File: config.mk
export PLATFORM = sky130hd
export DESIGN_NAME = uart_tx_flow_flat
export DESIGN_NICKNAME = d
export VERILOG_FILES = /design/src/rtl/uart_tx_flow_if.sv /design/src/rtl/uart_tx_flow.sv /design/src/flat_wrapper.sv
export SDC_FILE = /design/constraint.sdc
export NUM_CORES = 1
export LEC_CHECK = 0
export ABC_AREA = 1
export BUFFER_PORTS_ARGS = -buffer_cell sky130_fd_sc_hd__buf_4
export CORE_UTILIZATION = 43
export DETAILED_ROUTE_END_ITERATION = 6
export GPL_ROUTABILITY_DRIVEN = 0
export HOLD_SLACK_MARGIN = 0.15
export PLACE_DENSITY = 0.67
export SYNTH_ARGS = -nofsm -noshare
export SYNTH_HDL_FRONTEND = slang
export SYNTH_SLANG_ARGS = --single-unit
export TNS_END_PERCENT = 1
File: constraint.sdc
create_clock -name i_clk -period 2.85 [get_ports i_clk]
set_clock_uncertainty 0.15 [all_clocks]
set_input_delay 0.285 -clock i_clk [delete_from_list [all_inputs] [get_ports i_clk]]
set_output_delay 0.285 -clock i_clk [all_outputs]
set_load 0.005 [all_outputs]
File: src/rtl/uart_tx_flow_if.sv
// Producer-side valid/ready byte handshake into the UART transmitter FIFO.
interface uart_tx_flow_if;
    logic [7:0] tx_data;
    logic       tx_valid;
    logic       tx_ready;

    modport master (output tx_data, output tx_valid, input tx_ready);
    modport slave  (input tx_data, input tx_valid, output tx_ready);
endinterface

File: src/rtl/uart_tx_flow.sv
// UART transmitter with byte FIFO and clear-to-send gating; frames are start, LSB-first data,
// optional parity and stop bits, sent back-to-back while the FIFO is non-empty and cts is high.
module uart_tx_flow #(
    parameter int unsigned CLK_DIV    = 868,
    parameter int unsigned DATA_BITS  = 8,
    parameter int unsigned PARITY_EN  = 0,
    parameter int unsigned PARITY_ODD = 0,
    parameter int unsigned STOP_BITS  = 1,
    parameter int unsigned FIFO_DEPTH = 16
) (
    input  logic                        i_clk,
    input  logic                        i_rstn,
    uart_tx_flow_if.slave               prod_if,
    input  logic                        i_cts,
    output logic                        o_txd,
    output logic                        o_busy,
    output logic [$clog2(FIFO_DEPTH):0] o_fifo_count
);

    localparam int unsigned AW = $clog2(FIFO_DEPTH);
    localparam int unsigned BW = $clog2(CLK_DIV * STOP_BITS);

    localparam logic [BW-1:0] BAUD_BIT  = BW'(CLK_DIV - 1);
    localparam logic [BW-1:0] BAUD_STOP = BW'(CLK_DIV * STOP_BITS - 1);
    localparam logic [2:0]    BIT_LAST  = 3'(DATA_BITS - 1);
    localparam logic [7:0]    DATA_MASK = 8'((1 << DATA_BITS) - 1);
    localparam logic [AW:0]   FULL_CNT  = (AW + 1)'(FIFO_DEPTH);

    localparam logic [2:0] ST_IDLE   = 3'd0;
    localparam logic [2:0] ST_START  = 3'd1;
    localparam logic [2:0] ST_DATA   = 3'd2;
    localparam logic [2:0] ST_PARITY = 3'd3;
    localparam logic [2:0] ST_STOP   = 3'd4;

    logic [7:0]    r_mem [FIFO_DEPTH];
    logic [AW-1:0] r_wptr;
    logic [AW-1:0] r_rptr;
    logic [AW:0]   r_count;
    logic          r_cts_meta;
    logic          r_cts_s;
    logic [2:0]    r_state;
    logic [BW-1:0] r_baud;
    logic [2:0]    r_bit_cnt;
    logic [7:0]    r_shift;
    logic          r_parity;
    logic          r_txd;
    logic          r_busy;

    logic          w_push;
    logic          w_pop;
    logic [7:0]    w_head;

    assign prod_if.tx_ready = (r_count != FULL_CNT);
    assign w_push           = prod_if.tx_valid && prod_if.tx_ready;
    assign w_head           = r_mem[r_rptr] & DATA_MASK;

    // A frame may only begin from IDLE or on the final cycle of STOP.
    assign w_pop = (r_count != '0) && r_cts_s &&
                   ((r_state == ST_IDLE) || ((r_state == ST_STOP) && (r_baud == '0)));

    assign o_txd        = r_txd;
    assign o_busy       = r_busy;
    assign o_fifo_count = r_count;

    always_ff @(posedge i_clk) begin
        if (w_push) begin
            r_mem[r_wptr] <= prod_if.tx_data;
        end
    end

    always_ff @(posedge i_clk) begin
        if (!i_rstn) begin
            r_wptr     <= '0;
            r_rptr     <= '0;
            r_count    <= '0;
            r_cts_meta <= 1'b0;
            r_cts_s    <= 1'b0;
        end else begin
            r_cts_meta <= i_cts;
            r_cts_s    <= r_cts_meta;
            if (w_push) begin
                r_wptr <= r_wptr + 1'b1;
            end
            if (w_pop) begin
                r_rptr <= r_rptr + 1'b1;
            end
            if (w_push && !w_pop) begin
                r_count <= r_count + 1'b1;
            end else if (!w_push && w_pop) begin
                r_count <= r_count - 1'b1;
            end
        end
    end

    always_ff @(posedge i_clk) begin
        if (!i_rstn) begin
            r_state   <= ST_IDLE;
            r_baud    <= '0;
            r_bit_cnt <= '0;
            r_shift   <= '0;
            r_parity  <= 1'b0;
            r_txd     <= 1'b1;
            r_busy    <= 1'b0;
        end else begin
            case (r_state)
                ST_START: begin
                    if (r_baud == '0) begin
                        r_state   <= ST_DATA;
                        r_bit_cnt <= '0;
                        r_baud    <= BAUD_BIT;
                        r_txd     <= r_shift[0];
                    end else begin
                        r_baud <= r_baud - 1'b1;
                    end
                end
                ST_DATA: begin
                    if (r_baud == '0) begin
                        r_shift <= r_shift >> 1;
                        if (r_bit_cnt == BIT_LAST) begin
                            if (PARITY_EN != 0) begin
                                r_state <= ST_PARITY;
                                r_baud  <= BAUD_BIT;
                                r_txd   <= r_parity;
                            end else begin
                                r_state <= ST_STOP;
                                r_baud  <= BAUD_STOP;
                                r_txd   <= 1'b1;
                            end
                        end else begin
                            r_bit_cnt <= r_bit_cnt + 1'b1;
                            r_baud    <= BAUD_BIT;
                            r_txd     <= r_shift[1];
                        end
                    end else begin
                        r_baud <= r_baud - 1'b1;
                    end
                end
                ST_PARITY: begin
                    if (r_baud == '0) begin
                        r_state <= ST_STOP;
                        r_baud  <= BAUD_STOP;
                        r_txd   <= 1'b1;
                    end else begin
                        r_baud <= r_baud - 1'b1;
                    end
                end
                ST_STOP: begin
                    if (r_baud == '0) begin
                        r_state <= ST_IDLE;
                        r_busy  <= 1'b0;
                        r_txd   <= 1'b1;
                    end else begin
                        r_baud <= r_baud - 1'b1;
                    end
                end
                default: begin
                    r_state <= ST_IDLE;
                    r_busy  <= 1'b0;
                    r_txd   <= 1'b1;
                end
            endcase
            // Frame start overrides the IDLE/STOP outcome above, giving gapless frames.
            if (w_pop) begin
                r_state  <= ST_START;
                r_baud   <= BAUD_BIT;
                r_shift  <= w_head;
                r_parity <= (^w_head) ^ 1'(PARITY_ODD);
                r_txd    <= 1'b0;
                r_busy   <= 1'b1;
            end
        end
    end

endmodule

File: src/flat_wrapper.sv
// flat-port wrapper written by rule: the top's interface ports become plain ports
module uart_tx_flow_flat 
#(
    parameter int unsigned CLK_DIV    = 868,
    parameter int unsigned DATA_BITS  = 8,
    parameter int unsigned PARITY_EN  = 0,
    parameter int unsigned PARITY_ODD = 0,
    parameter int unsigned STOP_BITS  = 1,
    parameter int unsigned FIFO_DEPTH = 16
)
  (i_clk, i_rstn, i_cts, o_txd, o_busy, o_fifo_count, prod_if_tx_data, prod_if_tx_valid, prod_if_tx_ready);
  uart_tx_flow_if prod_if_i ();
  input  logic i_clk;
  input  logic i_rstn;
  input  logic i_cts;
  output logic o_txd;
  output logic o_busy;
  output logic [$clog2(FIFO_DEPTH):0] o_fifo_count;
  input wire logic [$bits(prod_if_i.tx_data)-1:0] prod_if_tx_data;
  input wire logic [$bits(prod_if_i.tx_valid)-1:0] prod_if_tx_valid;
  output wire logic [$bits(prod_if_i.tx_ready)-1:0] prod_if_tx_ready;
  assign prod_if_i.tx_data = prod_if_tx_data;
  assign prod_if_i.tx_valid = prod_if_tx_valid;
  assign prod_if_tx_ready = prod_if_i.tx_ready;
  uart_tx_flow #(.CLK_DIV(CLK_DIV), .DATA_BITS(DATA_BITS), .PARITY_EN(PARITY_EN), .PARITY_ODD(PARITY_ODD), .STOP_BITS(STOP_BITS), .FIFO_DEPTH(FIFO_DEPTH)) u_core (.i_clk(i_clk), .i_rstn(i_rstn), .prod_if(prod_if_i), .i_cts(i_cts), .o_txd(o_txd), .o_busy(o_busy), .o_fifo_count(o_fifo_count));
endmodule
==> results of run 1 <==
==> cell usage in the layout (no fill, tap or decap), types with 2 or more instances in the layout <==
master	Yosys	routed
dlygate4sd3_1	0	12
inv_1	78	76
clkbuf_16	0	17
xor2_1	4	4
nand3_1	94	94
nand2_2	1	2
nor2_1	70	70
buf_4	0	39
nand3_2	2	2
clkinv_4	0	2
nand4_1	7	7
bufinv_16	0	2
nand2_1	234	233
clkbuf_1	15	2
clkinv_1	1	4
a21oi_1	30	30
o211ai_1	2	2
o21ai_1	4	4
a21oi_2	3	3
dfxtp_1	45	44
ha_1	14	13
inv_2	1	3
buf_12	0	2
xnor2_1	3	3
inv_6	0	3
o21ai_0	38	38
edfxtp_1	128	128
==> routing by layer <==
layer  part of all wire, %  wire length [um]  global-route usage, %  vias to the layer above
met2                    50              8360                   31.8                      119
li1                      -                 -                      -                     2740
met3                   4.1               682                   4.30                       24
met5                     0                 0                      0                        -
met1                    44              7410                   25.9                     2506
met4                   1.8               301                   7.18                        0
==> critical path, stage by stage, from the launching register on <==
cell	delay, ns
dfxtp_1	0.33
inv_2	0.09
ha_2	0.19
nand2_1	0.06
nor2_2	0.13
nand3_2	0.12
nand2_1	0.08
nand2_1	0.07
ha_1	0.25
inv_2	0.11
ha_1	0.25
a21oi_1	0.16
nor2_1	0.07
o21ai_0	0.14
nand3_1	0.10
o21ai_0	0.15
a21oi_1	0.05
==> final timing paths <==
| check | endpoint | slack [ns] | cells past startpoint |
|---|---|---|---|
| worst max-delay path | u_core.o_fifo_count[4] | 0.22 | 16 |
| worst min register to register | u_core.r_cts_s | 0.26 | 2 |
| worst min-delay path | u_core.r_cts_s | 0.26 | 2 |
| worst max register to register | u_core.o_fifo_count[4] | 0.22 | 16 |
==> state kept, by name, summed over array words and instances, names as in the netlist, named ones only <==
register / cells
u_core.r_wptr: 4
u_core.r_mem: 128
u_core.o_fifo_count: 5
u_core.r_cts_s: 1
u_core.r_baud: 10
u_core.r_rptr: 4
u_core.r_shift: 8
u_core.r_state: 3
u_core.o_txd: 1
u_core.r_bit_cnt: 3
u_core.r_cts_meta: 1
u_core.o_busy: 1
==> cell families (layout without fill, tap and decap cells) <==
kind of cell	after synthesis	after routing	share of synthesized area (%)
and+or+nand+nor	414	414	22.8
DFF	173	173	62.2
buffers and inverters	110	165	5.78
AOI/OAI and AO/OA	81	81	5.81
adders and majority gates	15	15	2.56
xor gates and xnor gates	7	7	0.804
==> power by group <==
group          switching, mW  leakage [nW]  internal, mW
registers             0.0707          1.52          2.81
clock network          0.968         0.273          1.30
logic                  0.704          1.73         0.373
==> metrics by stage <==
step                      total power [mW]  hold WS [ns]  cell area [um2]  util (%)
final                                 6.22         0.264             8800      50.9
after detailed placement              3.99         0.252             8100      46.8
after CTS                             6.24         0.267             8790      50.8
after global placement                3.97         0.257             8100      46.8
after global routing                  6.53         0.290             8800      50.9
after floorplan                       3.66         0.233             7620         -
==> layout make-up <==
| cell class | count | area (um2) | share of cell area [%] |
|---|---|---|---|
| clock buffer | 19 | 433 | 4.92 |
| clock inverter | 13 | 139 | 1.58 |
| inverter | 80 | 300 | 3.41 |
| multi-input combinational | 517 | 2450 | 27.8 |
| sequential | 173 | 4750 | 53.9 |
| tap | 225 | 282 | 3.20 |
| timing repair buffer | 53 | 453 | 5.15 |
==> repair_timing <==
action | CTS | global route
resized for setup | 0 | 5
setup endpoints to repair | 0 | 2
hold endpoints to repair | 151 | 0
hold buffers | 12 | 0
==> qor.csv, run 1 <==
metric,value,unit
outcome,completed,
DP Wirelength,10200,um
Mapped Nets,827,
Max-cap violations,0,
Layout area overhead,15.4,%
first-pass GRT wire length,26700,um
number of global-route vias before repair,4947,
die area,18300,um2
HP Start,u_core.r_cts_meta,
highest clock rate,381,MHz
Clock Path Buffers,2,
number of cell rows,48,
fin worst setup slack,0.225,ns
Yosys top cell area share,50.4,%
"antenna viol nets, final",0,
PD cells,707,nW/um2
CTS Buf Count,17,
startpoint class of the critical path,flip-flop,
Post-Syn Area per Cell,9.53,um2
Hold WC Path Type,flip-flop to flip-flop,
worst-margin pin slew,0.604,ns
Core ar.,17300,um2
share of post-route cells with drive strength above 1,10.2,%
Final Instance Count excl. Fillers,1080,
mapped cell area,7620,um2
Congestion Overflow GR,0,
final setup violating endpoints,0,
Worst Setup Path Type,flip-flop to flip-flop,
Residual DRC,0,
Final nets,869,
Ports,20,
postcts setup bufs,0,
Placed Instances,1036,
vias post-DR,5389,
Seq cells post-synth,173,
GRT Total Usage,19.6,%
Setup crit start,u_core.r_baud[0],
final period utilization,92.1,%
Max transition margin,59.7,%
fin crit period,2.63,ns
sequential fraction of the synthesis area,62.2,%
Iter 0 DRT Violations,355,
Initial Utilization,44.1,%
vias per cell,4.99,
crit-path max FO,5,
pin count of the biggest net entering global routing,65,
"EDFF count, synth",128,
CP required,3.02,ns
post-synthesis cell type count,34,
Post-synth ARST share,0,%
top post-synthesis cells by area,"edfxtp_1 50%, dfxtp_1 12%, nand2_1 12%, nand3_1 6.2%, inv_1 3.8%",
Most used DFF post-synth,edfxtp_1,
Root Buffer,clkbuf_16,
Pleak,3.53,nW
Skew-Pair Late Insertion Delay,0.43,ns
Fin. Hold Viols,0,
Max Slew Vio Count,0,
crit end category,flip-flop,
Initial DRT Pass Iterations,5,
# diodes,0,
Die X,135,um
clock-pin slew on the worst setup and hold paths,0.07,ns
post-synthesis instance total,800,
Critical Path AT,2.79,ns
Peak VDD IR,0.468,mV
DR WL/cell,15.5,um
Yosys Warn Count,0,
Synth top cells by count,"234 x nand2_1, 128 x edfxtp_1, 94 x nand3_1",
setup tns final,0,ns
CTS tree,yes,
most numerous cell in the Yosys netlist,nand2_1,
initial antenna violation count,0,
H-tree levels,4,
# clock sinks,173,
Port Buffer Count,19,
Chip Height,135,um
pre-CTS setup slack,0.133,ns
FF-to-FF Start,u_core.r_baud[0],
drt total wl,16700,um
Layout fillers,1610,
Yosys top cell by area,edfxtp_1,
(Power assumes the default switching activity.)
==> inputs of run 2 (changes only) <==
==> constraint.sdc (replaced) <==
create_clock -name i_clk -period 2.6 [get_ports i_clk]
set_clock_uncertainty 0.15 [all_clocks]
set_input_delay 0.13 -clock i_clk [delete_from_list [all_inputs] [get_ports i_clk]]
set_output_delay 0.13 -clock i_clk [all_outputs]
set_load 0.005 [all_outputs]
==> qor.csv, run 2 (synthesized netlist as in run 1, its figures left out) <==
metric,value,unit,change
outcome,completed,,unchanged
crit-path max FO,3,,was 5
fin crit period,2.44,ns,was 2.63 ns
Worst Setup Path Type,flip-flop to flip-flop,,unchanged
CTS tree,yes,,unchanged
Core ar.,17300,um2,unchanged
Max transition margin,61.2,%,was 59.7%
number of cell rows,48,,unchanged
most frequent cells in the layout,"232 x nand2_1, 128 x edfxtp_1, 94 x nand3_1, 75 x inv_1, 70 x nor2_1",,"was 233 x nand2_1, 128 x edfxtp_1, 94 x nand3_1, 76 x inv_1, 70 x nor2_1"
Largest register FFs,128,,unchanged
Root Buffer,clkbuf_16,,unchanged
clock-pin slew on the worst setup and hold paths,0.07,ns,about the same
Pleak,3.60,nW,was 3.53 nW
vias per cell,5.00,,was 4.99
Layout area overhead,17.0,%,was 15.4%
switching pwr,1.95,mW,was 1.74 mW
Final Instance Count excl. Fillers,1092,,"was 1,080"
"CP delay by family, top",simple AND/OR/NAND/NOR gates,,was adder cells
"commonest non-fill, non-tap cell in the layout",nand2_1,,unchanged
Fin. Hold Viols,0,,unchanged
share of post-route cells with drive strength above 1,12.5,%,was 10.2%
PD cells,777,nW/um2,was 707 nW/um2
Peak VDD IR,0.486,mV,was 0.468 mV
vias post-DR,5455,,"was 5,389"
drt total wl,16200,um,"was 16,700 um"
number of global-route vias before repair,4944,,"was 4,947"
Placed Instances,1045,,"was 1,036"
Initial Utilization,44.1,%,unchanged
CTS Buf Count,17,,unchanged
# diodes,0,,unchanged
Clock Path Buffers,2,,unchanged
final setup violating endpoints,0,,unchanged
Die X,135,um,unchanged
final period utilization,93.9,%,was 92.1%
Int Power,4.98,mW,was 4.48 mW
first-pass GRT wire length,25700,um,"was 26,700 um"
Layout fillers,1579,,"was 1,610"
CP required,2.78,ns,was 3.02 ns
Final nets,881,,was 869
DP Wirelength,10200,um,about the same
Hold WC Path Type,flip-flop to flip-flop,,unchanged
initial antenna violation count,0,,unchanged
GRT Total Usage,18.7,%,was 19.6%
die area,18300,um2,unchanged
crit-path cells,"inv_1, ha_2, nand2_2, nor2_4, nand3_2, nand2_1, nand2_2, ha_4, fa_2, inv_2, a21oi_2, nor2_1, nor2_1, nand2_1, nand3_1, o21ai_1, a21oi_1",,"was inv_2, ha_2, nand2_1, nor2_2, nand3_2, nand2_1, nand2_1, ha_1, inv_2, ha_1, a21oi_1, nor2_1, o21ai_0, nand3_1, o21ai_0, a21oi_1"
Worst path max stage delay,0.35,ns,was 0.33 ns
Chip Height,135,um,unchanged
Logic pwr share,18.1,%,was 17.3%
pin count of the biggest net entering global routing,54,,was 65
setup tns final,0,ns,unchanged
H-tree levels,4,,unchanged
highest clock rate,410,MHz,was 381 MHz
crit end category,flip-flop,,unchanged
Max-cap violations,0,,unchanged
Ports,20,,unchanged
Skew-Pair Late Insertion Delay,0.43,ns,about the same
# clock sinks,173,,unchanged
Biggest register,u_core.r_mem,,unchanged
Port Buffer Count,19,,unchanged
Initial DRT Pass Iterations,5,,unchanged
crit path max-delay cell type,fa_2,,was dfxtp_1
Sw Share,28.1,%,was 28.0%
Finished Core Util,51.5,%,was 50.9%
Residual DRC,0,,unchanged
Clk pwr share,36.3,%,was 36.4%
RSZ-0062 raised after global routing,false,,
Iter 0 DRT Violations,370,,was 355
DR WL/cell,14.9,um,was 15.5 um
startpoint class of the critical path,flip-flop,,unchanged
Max Slew Vio Count,0,,unchanged
"antenna viol nets, final",0,,unchanged
sequential power share,45.6,%,was 46.3%
Critical Path AT,2.62,ns,was 2.79 ns
Congestion Overflow GR,0,,unchanged
Buf/Inv on CP,2,,unchanged
worst-margin pin slew,0.578,ns,was 0.604 ns
biggest regs,"u_core.r_mem: 128 flops, u_core.r_baud: 10 flops, u_core.r_shift: 8 flops",,unchanged
## run 2: changes by cell type in the layout (fill, tap and decap cells not counted), sizes merged
cell and change:
clkbuf -2, clkinvlp +1, inv +2, clkinv -1, buf +12
## run 2: through the flow
stage          setup WS, ns  cell area [um2]  power, mW  hold WS, ns
2_1_floorplan        0.0103             7630       4.02       0.0776
6_report              0.160             8920       6.93        0.273
4_1_cts              0.0193             8860       6.91        0.276
5_1_grt              0.0188             8920       7.23        0.299
3_3_place_gp         0.0413             8160       4.38        0.164
3_5_place_dp         0.0142             8160       4.38        0.167
## run 2: final timing paths
kind                                        start                endpoint  slack [ns]  cells after the start
worst max-delay path             u_core.r_baud[0]  u_core.o_fifo_count[4]        0.16                     17
worst min-delay path            u_core.r_cts_meta          u_core.r_cts_s        0.27                      2
worst max register to register   u_core.r_baud[0]  u_core.o_fifo_count[4]        0.16                     17
worst min register to register  u_core.r_cts_meta          u_core.r_cts_s        0.27                      2
## run 2: timing repair
action	4_1_cts	5_1_grt
setup endpoints to repair	1	2
setup buffers	0	3
gates resized for setup	0	11
pin swaps	1	2
hold buffers	12	0
hold endpoints to repair	157	0
## run 2: worst register-to-register path: cells and delay by family (launching register included)
family	cells	cell delay [ns]
AOI/OAI and AO/OA	3	0.22
adders and majority gates	3	0.74
buffers and inverters	2	0.13
DFF	1	0.32
and+or+nand+nor	9	0.79
## run 2: routing by layer
layer  global-route usage (%)  wire (um)  up-vias
met5                        0          0        -
met4                     6.30        195        0
met3                     3.55        867       16
met2                     31.0       7980      140
met1                     24.6       7180     2531
li1                         -          -     2768
## run 2: cell type report
type	count	area, um2	area share [%]
clock buffers	17	425	4.77
multi-input cells	517	2470	27.7
clock inverters	15	160	1.80
flip-flops and latches	173	4750	53.2
repair buffers	65	531	5.95
well taps	225	282	3.16
inverters	80	303	3.40
## run 2: power groups by stage
stage	registers, mW	clock network (mW)	logic (mW)
global route	3.17	2.65	1.41
detailed placement	3.22	0	1.17
floorplan	3.21	0	0.810
CTS	3.16	2.56	1.19
global placement	3.21	0	1.16
finish	3.16	2.52	1.25
